==> config.mk <==
export PLATFORM = sky130hd
export DESIGN_NAME = instr_stream_encoder_flat
export DESIGN_NICKNAME = d
export VERILOG_FILES = /design/src/rtl/instr_stream_encoder_pkg.sv /design/src/rtl/instr_stream_if.sv /design/src/rtl/instr_field_encoder.sv /design/src/rtl/instr_stream_encoder.sv /design/src/flat_wrapper.sv
export SDC_FILE = /design/constraint.sdc
export NUM_CORES = 1
export LEC_CHECK = 0
export BUFFER_PORTS_ARGS = -buffer_cell sky130_fd_sc_hd__buf_4
export CAP_MARGIN = 10
export CORE_MARGIN = 1.5
export CORE_UTILIZATION = 30
export DETAILED_ROUTE_END_ITERATION = 16
export MAX_ROUTING_LAYER = met4
export PLACE_DENSITY = 0.6
export SYNTH_ARGS = -nofsm -noshare
export SYNTH_HDL_FRONTEND = slang
export SYNTH_SLANG_ARGS = --single-unit
==> constraint.sdc <==
create_clock -name clk -period 5.9 [get_ports clk]
set_input_delay 0.59 -clock clk [delete_from_list [all_inputs] [get_ports clk]]
set_output_delay 0.59 -clock clk [all_outputs]
set_load 0.05 [all_outputs]
==> src/rtl/instr_stream_encoder_pkg.sv <==
// Shared RISC-V encoding types: instruction formats, field bundle, error codes,
// and the stream encoder's FSM state encoding.
package instr_stream_encoder_pkg;

  typedef enum logic [2:0] {
    TYPE_R = 3'd0,
    TYPE_I = 3'd1,
    TYPE_S = 3'd2,
    TYPE_B = 3'd3,
    TYPE_U = 3'd4,
    TYPE_J = 3'd5
  } instr_type_enum;

  // imm holds a 32-bit two's-complement value; callers reinterpret it as signed.
  typedef struct packed {
    logic [6:0]  opcode;
    logic [2:0]  funct3;
    logic [6:0]  funct7;
    logic [4:0]  rd;
    logic [4:0]  rs1;
    logic [4:0]  rs2;
    logic [31:0] imm;
  } fields_instr;

  typedef enum logic [1:0] {
    ERR_NONE  = 2'd0,
    ERR_RANGE = 2'd1,
    ERR_ALIGN = 2'd2,
    ERR_TYPE  = 2'd3
  } enc_err_e;

  typedef enum logic [1:0] {
    S_IDLE  = 2'd0,
    S_RUN   = 2'd1,
    S_DRAIN = 2'd2
  } enc_state_e;

endpackage

==> src/rtl/instr_stream_if.sv <==
// Field-set input stream and encoded-word output stream of the encoder.
interface instr_stream_if;
  import instr_stream_encoder_pkg::*;

  logic           in_valid;
  logic           in_ready;
  instr_type_enum in_type;
  fields_instr    in_fields;
  logic           in_last;
  logic           out_valid;
  logic           out_ready;
  logic [31:0]    out_instr;
  logic [31:0]    out_addr;
  logic           out_last;

  modport slave (
    input  in_valid, in_type, in_fields, in_last, out_ready,
    output in_ready, out_valid, out_instr, out_addr, out_last
  );

  modport master (
    output in_valid, in_type, in_fields, in_last, out_ready,
    input  in_ready, out_valid, out_instr, out_addr, out_last
  );
endinterface

==> src/rtl/instr_field_encoder.sv <==
// Combinational RV32 field packer with immediate range/alignment checks.
module instr_field_encoder
  import instr_stream_encoder_pkg::*;
(
  input  instr_type_enum type_i,
  input  fields_instr    fields_i,
  output logic [31:0]    instr_o,
  output enc_err_e       err_o
);

  logic signed [31:0] imm_s;
  assign imm_s = $signed(fields_i.imm);

  // True when v is representable as a bits-wide two's-complement value.
  function automatic logic fits_signed(input logic signed [31:0] v, input int unsigned bits);
    logic signed [31:0] hi;
    hi = v >>> (bits - 1);
    return (hi == '0) || (hi == '1);
  endfunction

  always_comb begin
    instr_o = '0;
    err_o   = ERR_NONE;
    case (type_i)
      TYPE_R: instr_o = {fields_i.funct7, fields_i.rs2, fields_i.rs1, fields_i.funct3,
                         fields_i.rd, fields_i.opcode};
      TYPE_I: begin
        instr_o = {fields_i.imm[11:0], fields_i.rs1, fields_i.funct3, fields_i.rd, fields_i.opcode};
        if (!fits_signed(imm_s, 12)) err_o = ERR_RANGE;
      end
      TYPE_S: begin
        instr_o = {fields_i.imm[11:5], fields_i.rs2, fields_i.rs1, fields_i.funct3,
                   fields_i.imm[4:0], fields_i.opcode};
        if (!fits_signed(imm_s, 12)) err_o = ERR_RANGE;
      end
      TYPE_B: begin
        instr_o = {fields_i.imm[12], fields_i.imm[10:5], fields_i.rs2, fields_i.rs1,
                   fields_i.funct3, fields_i.imm[4:1], fields_i.imm[11], fields_i.opcode};
        if (!fits_signed(imm_s, 13))  err_o = ERR_RANGE;
        else if (fields_i.imm[0])     err_o = ERR_ALIGN;
      end
      TYPE_U: begin
        instr_o = {fields_i.imm[31:12], fields_i.rd, fields_i.opcode};
        if (fields_i.imm[11:0] != 12'd0) err_o = ERR_ALIGN;
      end
      TYPE_J: begin
        instr_o = {fields_i.imm[20], fields_i.imm[10:1], fields_i.imm[11], fields_i.imm[19:12],
                   fields_i.rd, fields_i.opcode};
        if (!fits_signed(imm_s, 21))  err_o = ERR_RANGE;
        else if (fields_i.imm[0])     err_o = ERR_ALIGN;
      end
      default: err_o = ERR_TYPE;
    endcase
  end

endmodule

==> src/rtl/instr_stream_encoder.sv <==
// Program-load encoder: accepts field sets, encodes them, and streams words with
// byte addresses through a 2-entry output buffer to instruction memory.
module instr_stream_encoder
  import instr_stream_encoder_pkg::*;
#(
  parameter logic [31:0] BASE_ADDR  = 32'h0000_0000,
  parameter int          FIFO_DEPTH = 2
) (
  input  logic          clk,
  input  logic          reset,
  input  logic          start,
  instr_stream_if.slave bus,
  output logic          err_valid,
  output enc_err_e      err_code,
  output logic          done,
  output logic [15:0]   word_count
);

  localparam logic [1:0] DEPTH = 2'(FIFO_DEPTH);

  enc_state_e  state_q, state_d;
  logic [1:0]  count_q, count_d;
  logic        wr_ptr_q, wr_ptr_d, rd_ptr_q, rd_ptr_d;
  logic [31:0] addr_q, addr_d;
  logic [15:0] wc_q, wc_d;
  logic        err_valid_q, err_valid_d;
  enc_err_e    err_code_q, err_code_d;

  logic [31:0] instr_mem [2];
  logic [31:0] addr_mem  [2];
  logic        last_mem  [2];

  logic [31:0] enc_instr;
  enc_err_e    enc_err;
  logic        in_ready, accept, push, pop, start_run;

  instr_field_encoder u_enc (
    .type_i   (bus.in_type),
    .fields_i (bus.in_fields),
    .instr_o  (enc_instr),
    .err_o    (enc_err)
  );

  assign in_ready  = (state_q == S_RUN) && (count_q < DEPTH);
  assign accept    = bus.in_valid && in_ready;
  assign push      = accept && (enc_err == ERR_NONE);
  assign pop       = (count_q != 2'd0) && bus.out_ready;
  assign start_run = (state_q == S_IDLE) && start;

  assign bus.in_ready  = in_ready;
  assign bus.out_valid = (count_q != 2'd0);
  assign bus.out_instr = instr_mem[rd_ptr_q];
  assign bus.out_addr  = addr_mem[rd_ptr_q];
  assign bus.out_last  = last_mem[rd_ptr_q];
  assign err_valid     = err_valid_q;
  assign err_code      = err_code_q;
  assign done          = (state_q == S_DRAIN) && (count_q == 2'd0);
  assign word_count    = wc_q;

  always_comb begin
    state_d = state_q;
    case (state_q)
      S_IDLE:  if (start) state_d = S_RUN;
      S_RUN:   if (accept && bus.in_last) state_d = S_DRAIN;
      S_DRAIN: if (count_q == 2'd0) state_d = S_IDLE;
      default: state_d = S_IDLE;
    endcase
  end

  always_comb begin
    count_d = count_q;
    case ({push, pop})
      2'b10:   count_d = count_q + 2'd1;
      2'b01:   count_d = count_q - 2'd1;
      default: count_d = count_q;
    endcase
    wr_ptr_d    = push ? ~wr_ptr_q : wr_ptr_q;
    rd_ptr_d    = pop  ? ~rd_ptr_q : rd_ptr_q;
    addr_d      = start_run ? BASE_ADDR : (push ? addr_q + 32'd4 : addr_q);
    wc_d        = wc_q;
    if (start_run)                 wc_d = '0;
    else if (pop && wc_q != '1)    wc_d = wc_q + 16'd1;
    err_valid_d = accept && (enc_err != ERR_NONE);
    err_code_d  = err_valid_d ? enc_err : ERR_NONE;
  end

  always_ff @(posedge clk) begin
    if (reset) begin
      state_q     <= S_IDLE;
      count_q     <= '0;
      wr_ptr_q    <= 1'b0;
      rd_ptr_q    <= 1'b0;
      addr_q      <= BASE_ADDR;
      wc_q        <= '0;
      err_valid_q <= 1'b0;
      err_code_q  <= ERR_NONE;
    end else begin
      state_q     <= state_d;
      count_q     <= count_d;
      wr_ptr_q    <= wr_ptr_d;
      rd_ptr_q    <= rd_ptr_d;
      addr_q      <= addr_d;
      wc_q        <= wc_d;
      err_valid_q <= err_valid_d;
      err_code_q  <= err_code_d;
    end
  end

  // Buffer payload carries no reset; occupancy is governed by count_q alone.
  always_ff @(posedge clk) begin
    if (push) begin
      instr_mem[wr_ptr_q] <= enc_instr;
      addr_mem[wr_ptr_q]  <= addr_q;
      last_mem[wr_ptr_q]  <= bus.in_last;
    end
  end

endmodule
==> src/flat_wrapper.sv <==
// flat-port wrapper written by rule: the top's interface ports become plain ports
module instr_stream_encoder_flat import instr_stream_encoder_pkg::*;
#(
  parameter logic [31:0] BASE_ADDR  = 32'h0000_0000,
  parameter int          FIFO_DEPTH = 2
)
  (clk, reset, start, err_valid, err_code, done, word_count, bus_in_valid, bus_in_type, bus_in_fields, bus_in_last, bus_out_ready, bus_in_ready, bus_out_valid, bus_out_instr, bus_out_addr, bus_out_last);
  instr_stream_if bus_i ();
  input  logic clk;
  input  logic reset;
  input  logic start;
  output logic err_valid;
  output enc_err_e err_code;
  output logic done;
  output logic [15:0] word_count;
  input wire logic [$bits(bus_i.in_valid)-1:0] bus_in_valid;
  input wire logic [$bits(bus_i.in_type)-1:0] bus_in_type;
  input wire logic [$bits(bus_i.in_fields)-1:0] bus_in_fields;
  input wire logic [$bits(bus_i.in_last)-1:0] bus_in_last;
  input wire logic [$bits(bus_i.out_ready)-1:0] bus_out_ready;
  output wire logic [$bits(bus_i.in_ready)-1:0] bus_in_ready;
  output wire logic [$bits(bus_i.out_valid)-1:0] bus_out_valid;
  output wire logic [$bits(bus_i.out_instr)-1:0] bus_out_instr;
  output wire logic [$bits(bus_i.out_addr)-1:0] bus_out_addr;
  output wire logic [$bits(bus_i.out_last)-1:0] bus_out_last;
  assign bus_i.in_valid = bus_in_valid;
  assign bus_i.in_type = bus_in_type;
  assign bus_i.in_fields = bus_in_fields;
  assign bus_i.in_last = bus_in_last;
  assign bus_i.out_ready = bus_out_ready;
  assign bus_in_ready = bus_i.in_ready;
  assign bus_out_valid = bus_i.out_valid;
  assign bus_out_instr = bus_i.out_instr;
  assign bus_out_addr = bus_i.out_addr;
  assign bus_out_last = bus_i.out_last;
  instr_stream_encoder #(.BASE_ADDR(BASE_ADDR), .FIFO_DEPTH(FIFO_DEPTH)) u_core (.clk(clk), .reset(reset), .start(start), .bus(bus_i), .err_valid(err_valid), .err_code(err_code), .done(done), .word_count(word_count));
endmodule
==> results.txt <==
----------------------------------------------------
[Global routing]
  Maximum number of pins on one net before global-route repair ... 60
  Number of antenna violations at the first check in global routing ... 0
  Layer carrying the most global-route usage ... met2
  Global-route track usage on met2 ... between 20% and 30%
  Gr ovfl total ... 0
  Met1 global-route usage ... roughly a fifth
  Tot GR Track Use ... 14.9%
  First-pass GRT wire length ... 31.5 mm
  Via count of the first global-routing pass ... 5666
  Met3 capacity usage during global routing ... 3.57%

[Yosys]
  Largest family of logic cells by synthesized area ... simple AND/OR/NAND/NOR gates
  Seq/Total Area, Yosys ... roughly three fifths
  Post-Synthesis Cell Area ... 0.00811 mm²
  #FFs+latches synth ... ~180
  Syn Inst Count ... ~670
  Share of the synthesized netlist area taken by xor and xnor gates ... 1.51%
  Complex-gate fraction of the synthesized area ... 9.97%
  Fraction of the mapped netlist area in adder cells ... 0.463%
  Post-synth EDFFs ... 126
  Synth Area in Simple Gates ... between 10 and 15%
  Proportion of synthesized area in mux cells ... under 10%
  Mean instance size in the synthesized netlist ... 12.2 µm²
  Async set-or-reset flop fraction in the synthesized netlist ... 0%
  Number of warnings reported in the yosys synthesis log ... 0
  Distinct cell type count after synthesis ... 51
  Most common flop cell mapped by yosys ... sky130_fd_sc_hd__edfxtp_1

[Placed design]
  Post-detail-place hpwl ... 14.1 mm
  Routability congestion estimate ... between 0.8 and 0.9
  Port bufs ... 157
  Post-DP Area ... 0.00960 mm²
  Worst slack after detailed placement ... 1.75 ns

[Clock network]
  CTS tree ... done
  Clock input transition at the sequential cells of the worst setup and hold paths ... 0.08 ns
  Number of H-tree branching levels ... 4
  Clock network latency to the later pin of the worst-skew pair ... between 0.4 and 0.5 ns
  Number of buffers created by CTS ... 17
  Post-CTS setup buffer count ... 0
  Post-cts repair resize count ... 0
  Clock root buffer ... sky130_fd_sc_hd__clkbuf_16
  Sinks on the clock net ... roughly 180
  Max clock buf depth ... 2
  Count of hold buffers inserted by post-cts repair ... 0

[Timing]
  Worst-margin pin slew ... 0.832 ns
  Count of pins over their slew limit ... 0
  RSZ-0062 raised after global routing ... false
  Final period demand of the worst path ... 3.66 ns
  Timing-limited maximum frequency ... ~270 MHz
  Final hold viol count ... 0
  Post-route clock skew ... 0.0131 ns
  Worst-case setup margin in the final layout ... 2.24 ns
  Max_slew headroom ... 44.5%
  Endpoints failing setup ... 0
  Period Utilization, post-route ... 62.0%

[Floorplanning]
  Area enclosed by the die boundary ... 0.0280 mm²
  Chip height ... between 150 and 200 µm
  Floorplan die width ... 167 µm
  Effective utilization at floorplan ... 30.9%
  # IOs ... 160
  Core footprint ... between 0.02 and 0.03 mm²
  Core Rows ... a little under 60

[Power and ir drop]
  Net load switching power ... 724 µW
  Switching power as a share of total power ... 26.2%
  PwrDens ... roughly 270 mW/mm²
  Combinational Power Share ... 9.3%
  Total leakage power ... about 0.0037 µW
  Clock network fraction of design power ... 40.9%
  Internal power ... 2040 µW
  Tot Pwr ... 2760 µW
  Peak supply drop ... 0.144 mV
  Reg power frac ... 49.8%

[Route]
  Routed vias/inst ... about 5.1
  Routed wire length per instance ... 17.4 µm
  Starting DRT DRC Count ... between 500 and 600
  Aggregate routed wire length ... 20.2 mm
  Remaining number of nets flagged by the antenna check after routing ... 0
  Vias after detailed routing ... between 5000 and 6000
  Number of remaining DRC errors ... 0
  Detailed-router iteration count before antenna repair ... 5

[Outcome]
  Status ... complete, no violations

[Hold path]
  Worst Hold Class ... input port to flip-flop
  Hold Path Depth ... 1

[Layout]
  Share of final-layout standard cells stronger than drive strength 1 ... 32.9%
  Final non-filler cell area ... between 0.01 and 0.015 mm²
  Area growth from synthesis to final layout ... 25.8%
  Ant diodes ... 0
  # nets final ... 886
  Fillers ... 2561
  Sequential cell area ... 0.00491 mm²
  Footprint of the multi-input gates ... between 0.002 and 0.003 mm²

[Worst setup path]
  Critical path data required time ... 5.99 ns
  Largest fanout on the critical path ... 57
  Setup CP Type ... input port to flip-flop
  Arrival @ worst endpoint ... 3.75 ns
  Worst setup SP type ... input port
  Critical path endpoint category ... flip-flop
  Reg2Reg Depth ... 8

[Job]
  Max Cap Viol ... 0

----------------------------------------------------
[per-stage QoR]
| stage | util, % | std cells | TNS [ns] | hold slack [ns] |
|---|---|---|---|---|
| floorplan | - | 668 | -12.97 | 0.440 |
| global placement | 36.5 | 1126 | 0 | 0.483 |
| detailed placement | 36.5 | 1126 | 0 | 0.488 |
| CTS | 38.8 | 1158 | 0 | 0.335 |
| global route | 38.8 | 1158 | 0 | 0.329 |
| finish | 38.8 | 1158 | 0 | 0.352 |
[final timing paths]
check	from	to	slack, ns
max reg2reg	u_core.state_q[0]	u_core.addr_mem[0][29]	2.35
max	bus_in_fields[28]	u_core.addr_mem[0][29]	2.24
min reg2reg	u_core.addr_q[3]	u_core.addr_mem[0][3]	0.51
min	bus_in_last	u_core.last_mem[1]	0.35
[sequential cells by signal, summed over array words and instances (netlist names), named ones only]
name	flops
u_core.count_q	2
u_core.err_valid	1
u_core.instr_mem	64
u_core.wr_ptr_q	1
u_core.rd_ptr_q	1
u_core.err_code	2
u_core.addr_q	30
u_core.addr_mem	60
u_core.word_count	16
u_core.state_q	2
u_core.last_mem	2
[cell type report]
class | count | area share (%)
sequential | 182 | 48.1
multi-input combinational | 426 | 29.1
timing repair buffer | 165 | 12.1
clock buffer | 17 | 4.17
tap | 335 | 4.11
clock inverter | 15 | 1.72
inverter | 18 | 0.663
[worst max-delay path: stages]
cell,delay [ns]
sky130_fd_sc_hd__buf_4,0.12
sky130_fd_sc_hd__or4_4,0.55
sky130_fd_sc_hd__nor3b_4,0.26
sky130_fd_sc_hd__nand4_2,0.14
sky130_fd_sc_hd__a211o_1,0.30
sky130_fd_sc_hd__buf_4,0.28
sky130_fd_sc_hd__or2_1,0.36
sky130_fd_sc_hd__nor2_4,0.66
sky130_fd_sc_hd__buf_4,0.45
[cell usage after synthesis, types with 10 or more instances]
library cell / count / share of area [%]
sky130_fd_sc_hd__nand2_1: 32 / 1.5
sky130_fd_sc_hd__or4_1: 27 / 2.5
sky130_fd_sc_hd__edfxtp_1: 126 / 47
sky130_fd_sc_hd__mux2_2: 65 / 9.0
sky130_fd_sc_hd__and2_1: 11 / 0.85
sky130_fd_sc_hd__and3_1: 13 / 1.0
sky130_fd_sc_hd__a22oi_1: 16 / 1.5
sky130_fd_sc_hd__nor4_1: 12 / 0.93
sky130_fd_sc_hd__nand4_1: 20 / 1.5
sky130_fd_sc_hd__o21ai_0: 22 / 1.4
sky130_fd_sc_hd__xnor2_1: 10 / 1.1
sky130_fd_sc_hd__nand3_1: 28 / 1.7
sky130_fd_sc_hd__clkbuf_1: 31 / 1.4
sky130_fd_sc_hd__nor3_1: 14 / 0.86
sky130_fd_sc_hd__o31ai_1: 26 / 2.4
sky130_fd_sc_hd__a21oi_1: 38 / 2.3
sky130_fd_sc_hd__nor2_1: 30 / 1.4
sky130_fd_sc_hd__inv_1: 17 / 0.79
sky130_fd_sc_hd__dfxtp_1: 56 / 14
[power groups by stage]
stage                     combinational [µW]  sequential (µW)  clock [µW]
after global placement                   256             1410           0
after detailed placement                 257             1410           0
after CTS                                258             1380        1160
after floorplan                          158             1400           0
after global routing                     273             1380        1210
final                                    256             1380        1130
[cells by family after synthesis]
| group | after synthesis |
|---|---|
| fa+ha+maj | 3 |
| mux | 69 |
| compound gates | 126 |
| flops | 182 |
| buf+inv | 60 |
| other cells | 1 |
| simple gates | 212 |
| xor+xnor | 14 |
[metal layers]
metal  routed length (µm)  part of all wire (%)  vias up
met3                 1210                   6.0       25
met2                 9720                    48      181
li1                     -                     -     2867
met1                 8840                    44     2884
met5                    0                     0        -
met4                  431                   2.1        0
[cells in the final DEF, fill, tap and decap left out, types with 3 or more instances in the layout]
| master | n |
|---|---|
| sky130_fd_sc_hd__a22oi_1 | 16 |
| sky130_fd_sc_hd__o31ai_1 | 26 |
| sky130_fd_sc_hd__buf_4 | 165 |
| sky130_fd_sc_hd__nand2_1 | 32 |
| sky130_fd_sc_hd__a22o_1 | 5 |
| sky130_fd_sc_hd__or4_1 | 27 |
| sky130_fd_sc_hd__xnor2_1 | 10 |
| sky130_fd_sc_hd__inv_6 | 5 |
| sky130_fd_sc_hd__mux2i_1 | 4 |
| sky130_fd_sc_hd__nand4_1 | 20 |
| sky130_fd_sc_hd__nand3_1 | 28 |
| sky130_fd_sc_hd__nor2_1 | 28 |
| sky130_fd_sc_hd__clkinv_8 | 4 |
| sky130_fd_sc_hd__and4_1 | 4 |
| sky130_fd_sc_hd__nor3_1 | 14 |
| sky130_fd_sc_hd__edfxtp_1 | 126 |
| sky130_fd_sc_hd__or3_1 | 6 |
| sky130_fd_sc_hd__nor3b_1 | 4 |
| sky130_fd_sc_hd__o22ai_1 | 6 |
| sky130_fd_sc_hd__clkbuf_16 | 17 |
| sky130_fd_sc_hd__and3_1 | 13 |
| sky130_fd_sc_hd__inv_1 | 17 |
| sky130_fd_sc_hd__nor4_1 | 12 |
| sky130_fd_sc_hd__a21oi_1 | 38 |
| sky130_fd_sc_hd__xor2_1 | 4 |
| sky130_fd_sc_hd__mux2_2 | 65 |
| sky130_fd_sc_hd__ha_1 | 3 |
| sky130_fd_sc_hd__inv_8 | 4 |
| sky130_fd_sc_hd__and2_1 | 11 |
| sky130_fd_sc_hd__dfxtp_1 | 55 |
| sky130_fd_sc_hd__o21ai_0 | 22 |
Power figures use the tool's default switching activity.
